<file path="src/rtl/norm_pkg.sv">
// Shared types and constants for the iterative leading-run normalizer.
// The binary search uses step widths 16, 8, 4, 2, 1, applied one per clock.
package norm_pkg;

  localparam int DEF_WIDTH = 32;
  localparam int DEF_CW    = 6;
  localparam int STEPS     = 5;

  typedef enum logic [1:0] {
    IDLE = 2'd0,
    RUN  = 2'd1,
    DONE = 2'd2
  } state_t;

  localparam logic [DEF_CW-1:0] STEP_WIDTH [STEPS] = '{6'd16, 6'd8, 6'd4, 6'd2, 6'd1};

  // Out-of-range steps map to width 0, which leaves the operand untouched.
  function automatic logic [DEF_CW-1:0] step_width(input logic [2:0] step);
    logic [DEF_CW-1:0] w;
    w = '0;
    for (int i = 0; i < STEPS; i++) begin
      if (step == 3'(i)) w = STEP_WIDTH[i];
    end
    return w;
  endfunction

endpackage

</file>
<file path="src/rtl/norm_stage.sv">
// One combinational search step: tests whether the top w bits all equal the
// polarity and provides the operand shifted left by w.
module norm_stage
  import norm_pkg::*;
#(
  parameter int WIDTH = DEF_WIDTH,
  parameter int CW    = DEF_CW
) (
  input  logic [WIDTH-1:0] value,
  input  logic             pol,
  input  logic [CW-1:0]    w,
  output logic             match,
  output logic [WIDTH-1:0] shifted
);

  logic [WIDTH-1:0] eq_bits;
  logic [WIDTH-1:0] top_mask;

  genvar gi;
  generate
    for (gi = 0; gi < WIDTH; gi++) begin : g_eq
      assign eq_bits[gi] = (value[gi] == pol);
    end
  endgenerate

  // Ones in the top w bit positions only; the bits outside it are don't-care.
  assign top_mask = ~({WIDTH{1'b1}} >> w);
  assign match    = &(eq_bits | ~top_mask);
  assign shifted  = value << w;

endmodule

</file>
<file path="src/rtl/norm_shift.sv">
// Iterative normalizer: counts the leading run of one_or_zero bits and shifts
// it out over five clocks, with a start/busy/done handshake and registered outputs.
module norm_shift
  import norm_pkg::*;
#(
  parameter int WIDTH = DEF_WIDTH,
  parameter int CW    = DEF_CW
) (
  input  logic             clk,
  input  logic             rst,
  input  logic             start,
  input  logic [WIDTH-1:0] data,
  input  logic             one_or_zero,
  output logic             busy,
  output logic             done,
  output logic [WIDTH-1:0] result,
  output logic [CW-1:0]    count
);

  localparam logic [2:0] LAST_STEP = 3'(STEPS - 1);

  state_t           state_reg;
  state_t           state_next;
  logic [WIDTH-1:0] sh_reg;
  logic [CW-1:0]    cnt_reg;
  logic [2:0]       step_reg;
  logic             pol_reg;
  logic             all_eq_reg;
  logic [WIDTH-1:0] result_reg;
  logic [CW-1:0]    count_reg;

  logic             accept;
  logic             last_step;
  logic [CW-1:0]    stage_w;
  logic             stage_match;
  logic [WIDTH-1:0] stage_shifted;
  logic [WIDTH-1:0] sh_next;
  logic [CW-1:0]    cnt_next;

  assign accept    = start && (state_reg != RUN);
  assign last_step = (step_reg == LAST_STEP);
  assign stage_w   = step_width(step_reg);

  norm_stage #(
    .WIDTH(WIDTH),
    .CW   (CW)
  ) u_stage (
    .value  (sh_reg),
    .pol    (pol_reg),
    .w      (stage_w),
    .match  (stage_match),
    .shifted(stage_shifted)
  );

  assign sh_next  = stage_match ? stage_shifted : sh_reg;
  assign cnt_next = stage_match ? (cnt_reg + stage_w) : cnt_reg;

  always_ff @(posedge clk) begin
    if (rst) state_reg <= IDLE;
    else     state_reg <= state_next;
  end

  always_comb begin
    state_next = state_reg;
    case (state_reg)
      IDLE:    if (start) state_next = RUN;
      RUN:     if (last_step) state_next = DONE;
      DONE:    state_next = start ? RUN : IDLE;
      default: state_next = IDLE;
    endcase
  end

  always_ff @(posedge clk) begin
    if (rst) begin
      sh_reg     <= '0;
      cnt_reg    <= '0;
      step_reg   <= '0;
      pol_reg    <= 1'b0;
      all_eq_reg <= 1'b0;
      result_reg <= '0;
      count_reg  <= '0;
    end else if (accept) begin
      sh_reg     <= data;
      pol_reg    <= one_or_zero;
      cnt_reg    <= '0;
      step_reg   <= '0;
      all_eq_reg <= (data == {WIDTH{one_or_zero}});
    end else if (state_reg == RUN) begin
      sh_reg   <= sh_next;
      cnt_reg  <= cnt_next;
      step_reg <= step_reg + 3'd1;
      // The search alone tops out at WIDTH-1, so a full run is taken from all_eq.
      if (last_step) begin
        result_reg <= all_eq_reg ? '0 : sh_next;
        count_reg  <= all_eq_reg ? CW'(WIDTH) : cnt_next;
      end
    end
  end

  assign busy   = (state_reg == RUN);
  assign done   = (state_reg == DONE);
  assign result = result_reg;
  assign count  = count_reg;

endmodule

</file>
<file path="config.mk">
export PLATFORM = sky130hd
export DESIGN_NAME = norm_shift
export DESIGN_NICKNAME = d
export VERILOG_FILES = /design/src/rtl/norm_pkg.sv /design/src/rtl/norm_stage.sv /design/src/rtl/norm_shift.sv
export SDC_FILE = /design/constraint.sdc
export NUM_CORES = 1
export LEC_CHECK = 0
export BUFFER_PORTS_ARGS = -buffer_cell sky130_fd_sc_hd__buf_2
export CORE_ASPECT_RATIO = 0.9
export CORE_MARGIN = 5
export CORE_UTILIZATION = 54
export CTS_CLUSTER_SIZE = 40
export DETAILED_ROUTE_END_ITERATION = 8
export HOLD_SLACK_MARGIN = 0.03
export PLACE_DENSITY = 0.85
export SYNTH_ARGS = -nofsm -noshare
export SYNTH_HDL_FRONTEND = slang
export SYNTH_HIERARCHICAL = 1
export SYNTH_SLANG_ARGS = --single-unit
</file>
<file path="constraint.sdc">
create_clock -name clk -period 3.6 [get_ports clk]
set_input_delay 0.18 -clock clk [delete_from_list [all_inputs] [get_ports clk]]
set_output_delay 0.18 -clock clk [all_outputs]
set_load 0.1 [all_outputs]
</file>
Yosys cells after proc, flatten, opt, wreduce, memory -nomap -nowiden
Index checks and enable logic that the tools add are counted.

operators by class
  equality and inequality tests = 42
  reductions and logical operators = 8
  shift-type cells = 2
  add/subtract/negate cells = 2
  bitwise operators = 4
  multiplexer cells = 15

operators with widths
  cell                   count
  $mux 32                4
  $not 32->32            2
  $mux 6                 6
  $eq 1x1->1             32
  $eq 32x32->1           1
  $or 32x32->32          1
  $reduce_and 32->1      1
  $shl 32x6->32          1
  $shr 32x6->32 const A  1
  $add 6x6->6            1
  $eq 3x2->1 const B     2
  $pmux 2 s3             1
  $mux 5                 1
  $mux 2                 2
  $ne 2x1->1 const B     2
  $add 3x1->3 const B    1
  $eq 3x1->1 const B     1
  $eq 3x3->1 const B     1
  $logic_not 3->1        1
  $reduce_and 3->1       1
  $eq 2x1->1 const B     1
  $eq 2x2->1 const B     1
  $logic_not 2->1        1
  $ne 2x2->1 const B     1
  6 further kinds        6

storage, ports and cells
  register bits after elaboration = 83

Longest topological paths before layout
  depth after elaboration = 14
  gate-level depth with buffers = 20

Cells and area by module
Netlist, hierarchy kept.

by module, submodules not included
  module      times used  area an instance (µm²)  sequential area each (µm²)  cells an instance
  norm_shift  1           4,216.5                 1,661.6                     481
  norm_stage  1           2,303.5                 0.0                         343

Worst setup path before layout
No wires, ideal clock.

  path kind = reg-to-reg
  start point = register step_reg[0]
  end point = register count_reg[1] (netlist: count[1])
  data required time = 3,472 ps
  data arrival time = 3,448 ps
  setup slack = 24 ps
  cell stages (with the launch flop) = 17
  path through = dfxtp_1 -> ha_1 -> ha_1 -> nor4b_1 -> clkbuf_1 -> nor2_1 -> o21ai_0 -> a21oi_1 -> or2_2 -> a31oi_1 -> nor4_2 -> buf_2 -> buf_2 -> o21ai_0 -> nor3_2 -> a21oi_1 -> nor2_1

on the way
  elaborated cells on any way between the ends = 19
  classes of those cells = 1 x add/sub; 4 x eq/ne; 1 x shift; 7 x mux; 3 x bitwise; 3 x reduce/logical

RTL lines
  item                    RTL line          source
  from (decl)             norm_shift.sv:26  logic [2:0] step_reg;
  from (signal assigned)  norm_shift.sv:91  step_reg <= step_reg + 3'd1;
  $eq 3x1->1              norm_pkg.sv:22    if (step == 3'(i)) w = STEP_WIDTH[i];
  $mux 6 (3 in a row)     norm_pkg.sv:22
  $mux 6 (*)              norm_pkg.sv:22
  via stage_w[3]          norm_shift.sv:34  logic [CW-1:0] stage_w;
  $shr 32x6->32 (*)       norm_stage.sv:27  assign top_mask = ~({WIDTH{1'b1}} >> w);
  $not 32->32 (*)         norm_stage.sv:27
  $not 32->32 (*)         norm_stage.sv:28  assign match = &(eq_bits | ~top_mask);
  $or 32x32->32 (*)       norm_stage.sv:28
  $reduce_and 32->1 (*)   norm_stage.sv:28
  via stage_match         norm_shift.sv:35  logic stage_match;
  $mux 6 (*)              norm_shift.sv:56  assign cnt_next = stage_match ? (cnt_reg + stage_w) : cnt_reg;
  $mux 6 (*)              norm_shift.sv:95  count_reg <= all_eq_reg ? CW'(WIDTH) : cnt_next;
  to (signal assigned)    norm_shift.sv:95
  to (decl)               norm_shift.sv:30  logic [CW-1:0] count_reg;

The timed path passes the listed nets; every way through them passes the cells marked *.
A chain may end at the register's enable or synchronous reset.

Worst setup path after layout
  start point = register step_reg[1]
  end point = register result_reg[22] (netlist: result[22])

on the way
  elaborated cells on any way between the ends = 19
  classes of those cells = 4 x eq/ne; 2 x shift; 7 x mux; 3 x bitwise; 3 x reduce/logical

RTL lines
  item                   RTL line          source
  $eq 3x1->1             norm_pkg.sv:22
  $mux 6 (3 in a row)    norm_pkg.sv:22
  $mux 6 (*)             norm_pkg.sv:22
  via stage_w[2]         norm_shift.sv:34
  $shr 32x6->32 (*)      norm_stage.sv:27
  $not 32->32 (*)        norm_stage.sv:27
  $not 32->32 (*)        norm_stage.sv:28
  $or 32x32->32 (*)      norm_stage.sv:28
  $reduce_and 32->1 (*)  norm_stage.sv:28
  via stage_match        norm_shift.sv:35
  $mux 32 (*)            norm_shift.sv:55  assign sh_next = stage_match ? stage_shifted : sh_reg;
  $mux 32 (*)            norm_shift.sv:94  result_reg <= all_eq_reg ? '0 : sh_next;
  to (signal assigned)   norm_shift.sv:94
  to (decl)              norm_shift.sv:29  logic [WIDTH-1:0] result_reg;

Marked as above.

==> results.toml <==
[global_route]
grt_pass1_vias = 6437
groute.usage.overall = 0.310
grt_overflow_total = 0
met2_capacity_usage_during_global_routing = 0.458
grt_pass1_wl_mm = 35.7
gr-max-usage-layer = "met2"
antenna_found_initial = 0
met3_usage = 0.0653
globalRouteMet1Util = 0.449
grt_max_degree = 77

[worst_hold_path]
timing.hold.worst.class = "input pin to flop"
worst_hold_startpoint = "data[13]"
hold-path-cell-count = 3
worstHoldEndpoint = "sh_reg[13]"

[sta]
timing_max_transition_violations_final = 0
final_period_minus_worst_setup_slack_ps = 3500
clock-skew-final_ps = 8.85
worst_slew_margin_rel = 0.457
fmax_ghz = 0.286
setup_viol = 0
tightest_slew_ps = 815
timing_hold_violations_final = 0
finalCritPeriodShare = 0.972

[floorplan]
row_count = 38
initial_utilization = 0.546
die_w_um = 126
core_region_area_sq_mm = 0.0119
die_area_sq_mm = 0.0144
die-height_um = 114
design.portCount = 76

[setup_path]
worstPathArrival_ps = 3690
path_max_fanout = 6
path_class = "flop to flop"
worst_r2r_startpoint = "step_reg[1]"
reg2reg_setup_slack_ps = 100
cp-end-kind = "flop"
worst_reg2reg_path_length_in_cells = 19
crit_path_start_kind = "flop"
worst-endpoint-required_ps = 3790
reg2reg_to = "result[22]"

[layout]
utilization_after_layout = 0.686
num-fill-cells = 939
antenna_cells = 0
footprint_of_the_multi_input_gates_sq_mm = 0.00475
syn2layout_area_growth_pct = 25.6
finalNetCount = 981
layout_common_cells = "sky130_fd_sc_hd__nor2_1, sky130_fd_sc_hd__buf_4, sky130_fd_sc_hd__dfxtp_1"
ff_latch_area_sq_mm = 0.00167
share_of_post_route_cells_with_drive_strength_above_1 = 0.290

[synth]
synth_top_cell_area_share = 0.255
netlist.top_cell.by_area = "sky130_fd_sc_hd__dfxtp_1"
synth_edf_count = 0
syn_nets = 871
syn-mean-instance-area_sq_um = 7.91
async_flop_share = 0
synthTopCellsByArea = "sky130_fd_sc_hd__dfxtp_1, sky130_fd_sc_hd__mux2i_1, sky130_fd_sc_hd__a211oi_1"
synth_warn = 6
synth-seq-cells = 83
post_synthesis_instance_total = 824
netlist-cell-type-count = 63
synth_cell_area_sq_mm = 0.00652
yosysSeqAreaShare = 0.255
synth_top_flop_cell = "sky130_fd_sc_hd__dfxtp_1"

[routing]
dr.pass1.iters = 6
drt-vias-per-instance = 6.55
ant_nets = 0
drc = 0
avg_wl_per_cell_um = 21.1
vias = 7194
first_iter_violations = 1020
drt-total-wl_mm = 23.2

[pwr]
power.density_cell_area_mw_per_mm2 = 355
post-layout-total-power_mw = 2.91
total_leakage_power_nw = 3.07
max-vdd-ir-drop_v = 0.000349

[cts]
clk_root_buffer_cell = "sky130_fd_sc_hd__clkbuf_16"
worst_setup_hold_path_clk_slew_ps = 70
numCtsBuffers = 9
cts_max_path_buffers = 2
worst_skew_pair_latency_ps = 340
tritoncts = "built"
htreeDepth = 3
cts_num_sinks = 83

[outcome]
run_status = "completed"

[placement]
buffer_ports.inserted = 75
dp_hpwl_mm = 16.7
gp_congestion = 1.02

[run]
cap_viol_max_count = 0
## metal layers
layer | up-vias | wire [um]
met3 | 84 | 2380
met4 | 0 | 916
met2 | 475 | 9930
met5 | - | 0
met1 | 3361 | 9970
li1 | 3274 | -
## worst max path at each step
stage | start | end | slack (ps)
3_5_place_dp | step_reg[0] | count[5] | -180
6_report | step_reg[1] | result[22] | 100
2_1_floorplan | step_reg[0] | count[1] | 20
4_1_cts | step_reg[0] | count[5] | 4
5_1_grt | step_reg[1] | result[22] | -90
3_3_place_gp | step_reg[0] | result[31] | -130
## report_power, final
part           switching (mW)  total (mW)  leakage [nW]  internal [mW]
registers              0.0970        1.06         0.679          0.963
logic                   0.533       0.913          2.24          0.380
clock network           0.391       0.932         0.146          0.541
total                    1.02        2.91          3.07           1.88
## cell type report
| class | instances | area share |
|---|---|---|
| clock inverter | 7 | 0.00902 |
| sequential | 83 | 0.204 |
| tap | 160 | 0.0245 |
| inverter | 13 | 0.00688 |
| clock buffer | 9 | 0.0275 |
| multi-input combinational | 652 | 0.580 |
| timing repair buffer | 175 | 0.148 |
## Yosys cell counts (11+ instances only)
cell type	number
sky130_fd_sc_hd__nor3_1	50
sky130_fd_sc_hd__buf_6	13
sky130_fd_sc_hd__mux2i_1	73
sky130_fd_sc_hd__dfxtp_1	83
sky130_fd_sc_hd__nor2b_1	38
sky130_fd_sc_hd__inv_1	11
sky130_fd_sc_hd__nor2_1	91
sky130_fd_sc_hd__nand2_1	70
sky130_fd_sc_hd__a21oi_1	64
sky130_fd_sc_hd__o21ai_0	26
sky130_fd_sc_hd__mux4_2	15
sky130_fd_sc_hd__clkbuf_1	31
sky130_fd_sc_hd__nand3_1	12
sky130_fd_sc_hd__o22ai_1	16
sky130_fd_sc_hd__a211oi_1	74
sky130_fd_sc_hd__buf_2	27
## cell families (layout without fill, tap and decap cells)
family | Yosys count | in the layout | synth area share
and+or+nand+nor | 307 | 308 | 0.229
adders and majority gates | 12 | 12 | 0.0238
other | 1 | 1 | 0.000575
buffers and inverters | 90 | 204 | 0.0735
DFF | 83 | 83 | 0.255
muxes | 92 | 92 | 0.171
AOI/OAI and AO/OA | 228 | 228 | 0.233
xor gates and xnor gates | 11 | 11 | 0.0148
## worst max-delay path, stage by stage, from the launching register on
cell and delay, ps:
sky130_fd_sc_hd__dfxtp_4 380, sky130_fd_sc_hd__ha_4 140, sky130_fd_sc_hd__ha_4 170, sky130_fd_sc_hd__buf_6 110, sky130_fd_sc_hd__nor3b_4 60, sky130_fd_sc_hd__buf_4 150
sky130_fd_sc_hd__or3_4 380, sky130_fd_sc_hd__buf_4 150, sky130_fd_sc_hd__nor2_2 90, sky130_fd_sc_hd__o22ai_1 70, sky130_fd_sc_hd__a22oi_1 200, sky130_fd_sc_hd__a31oi_2 150
sky130_fd_sc_hd__nor4_4 280, sky130_fd_sc_hd__buf_6 220, sky130_fd_sc_hd__buf_12 150, sky130_fd_sc_hd__mux2i_1 250, sky130_fd_sc_hd__buf_4 180, sky130_fd_sc_hd__nor3_4 40
sky130_fd_sc_hd__a21oi_2 110, sky130_fd_sc_hd__nor2_1 50
## through the flow
| stage | std cells | setup TNS, ps | setup slack (ps) | cell area, sq um | hold WS (ps) |
|---|---|---|---|---|---|
| floorplan | 824 | 0 | 24.5 | 6520 | 367 |
| global placement | 1070 | -1660 | -131 | 7370 | 453 |
| detailed placement | 1070 | -3830 | -184 | 7370 | 453 |
| CTS | 1090 | 0 | 3.80 | 7860 | 249 |
| global route | 1099 | -432 | -90.5 | 8190 | 255 |
| finish | 1099 | 0 | 102 | 8190 | 249 |
## repair_timing
| item | CTS | global route |
|---|---|---|
| hold buffers | 0 | 0 |
| buffers inserted | 3 | 9 |
| setup endpoints to repair | 61 | 70 |
| pin swaps | 1 | 18 |
| gates cloned | 1 | 2 |
| gates resized for setup | 30 | 49 |
Note: power is estimated with default switching activity, not from simulation.
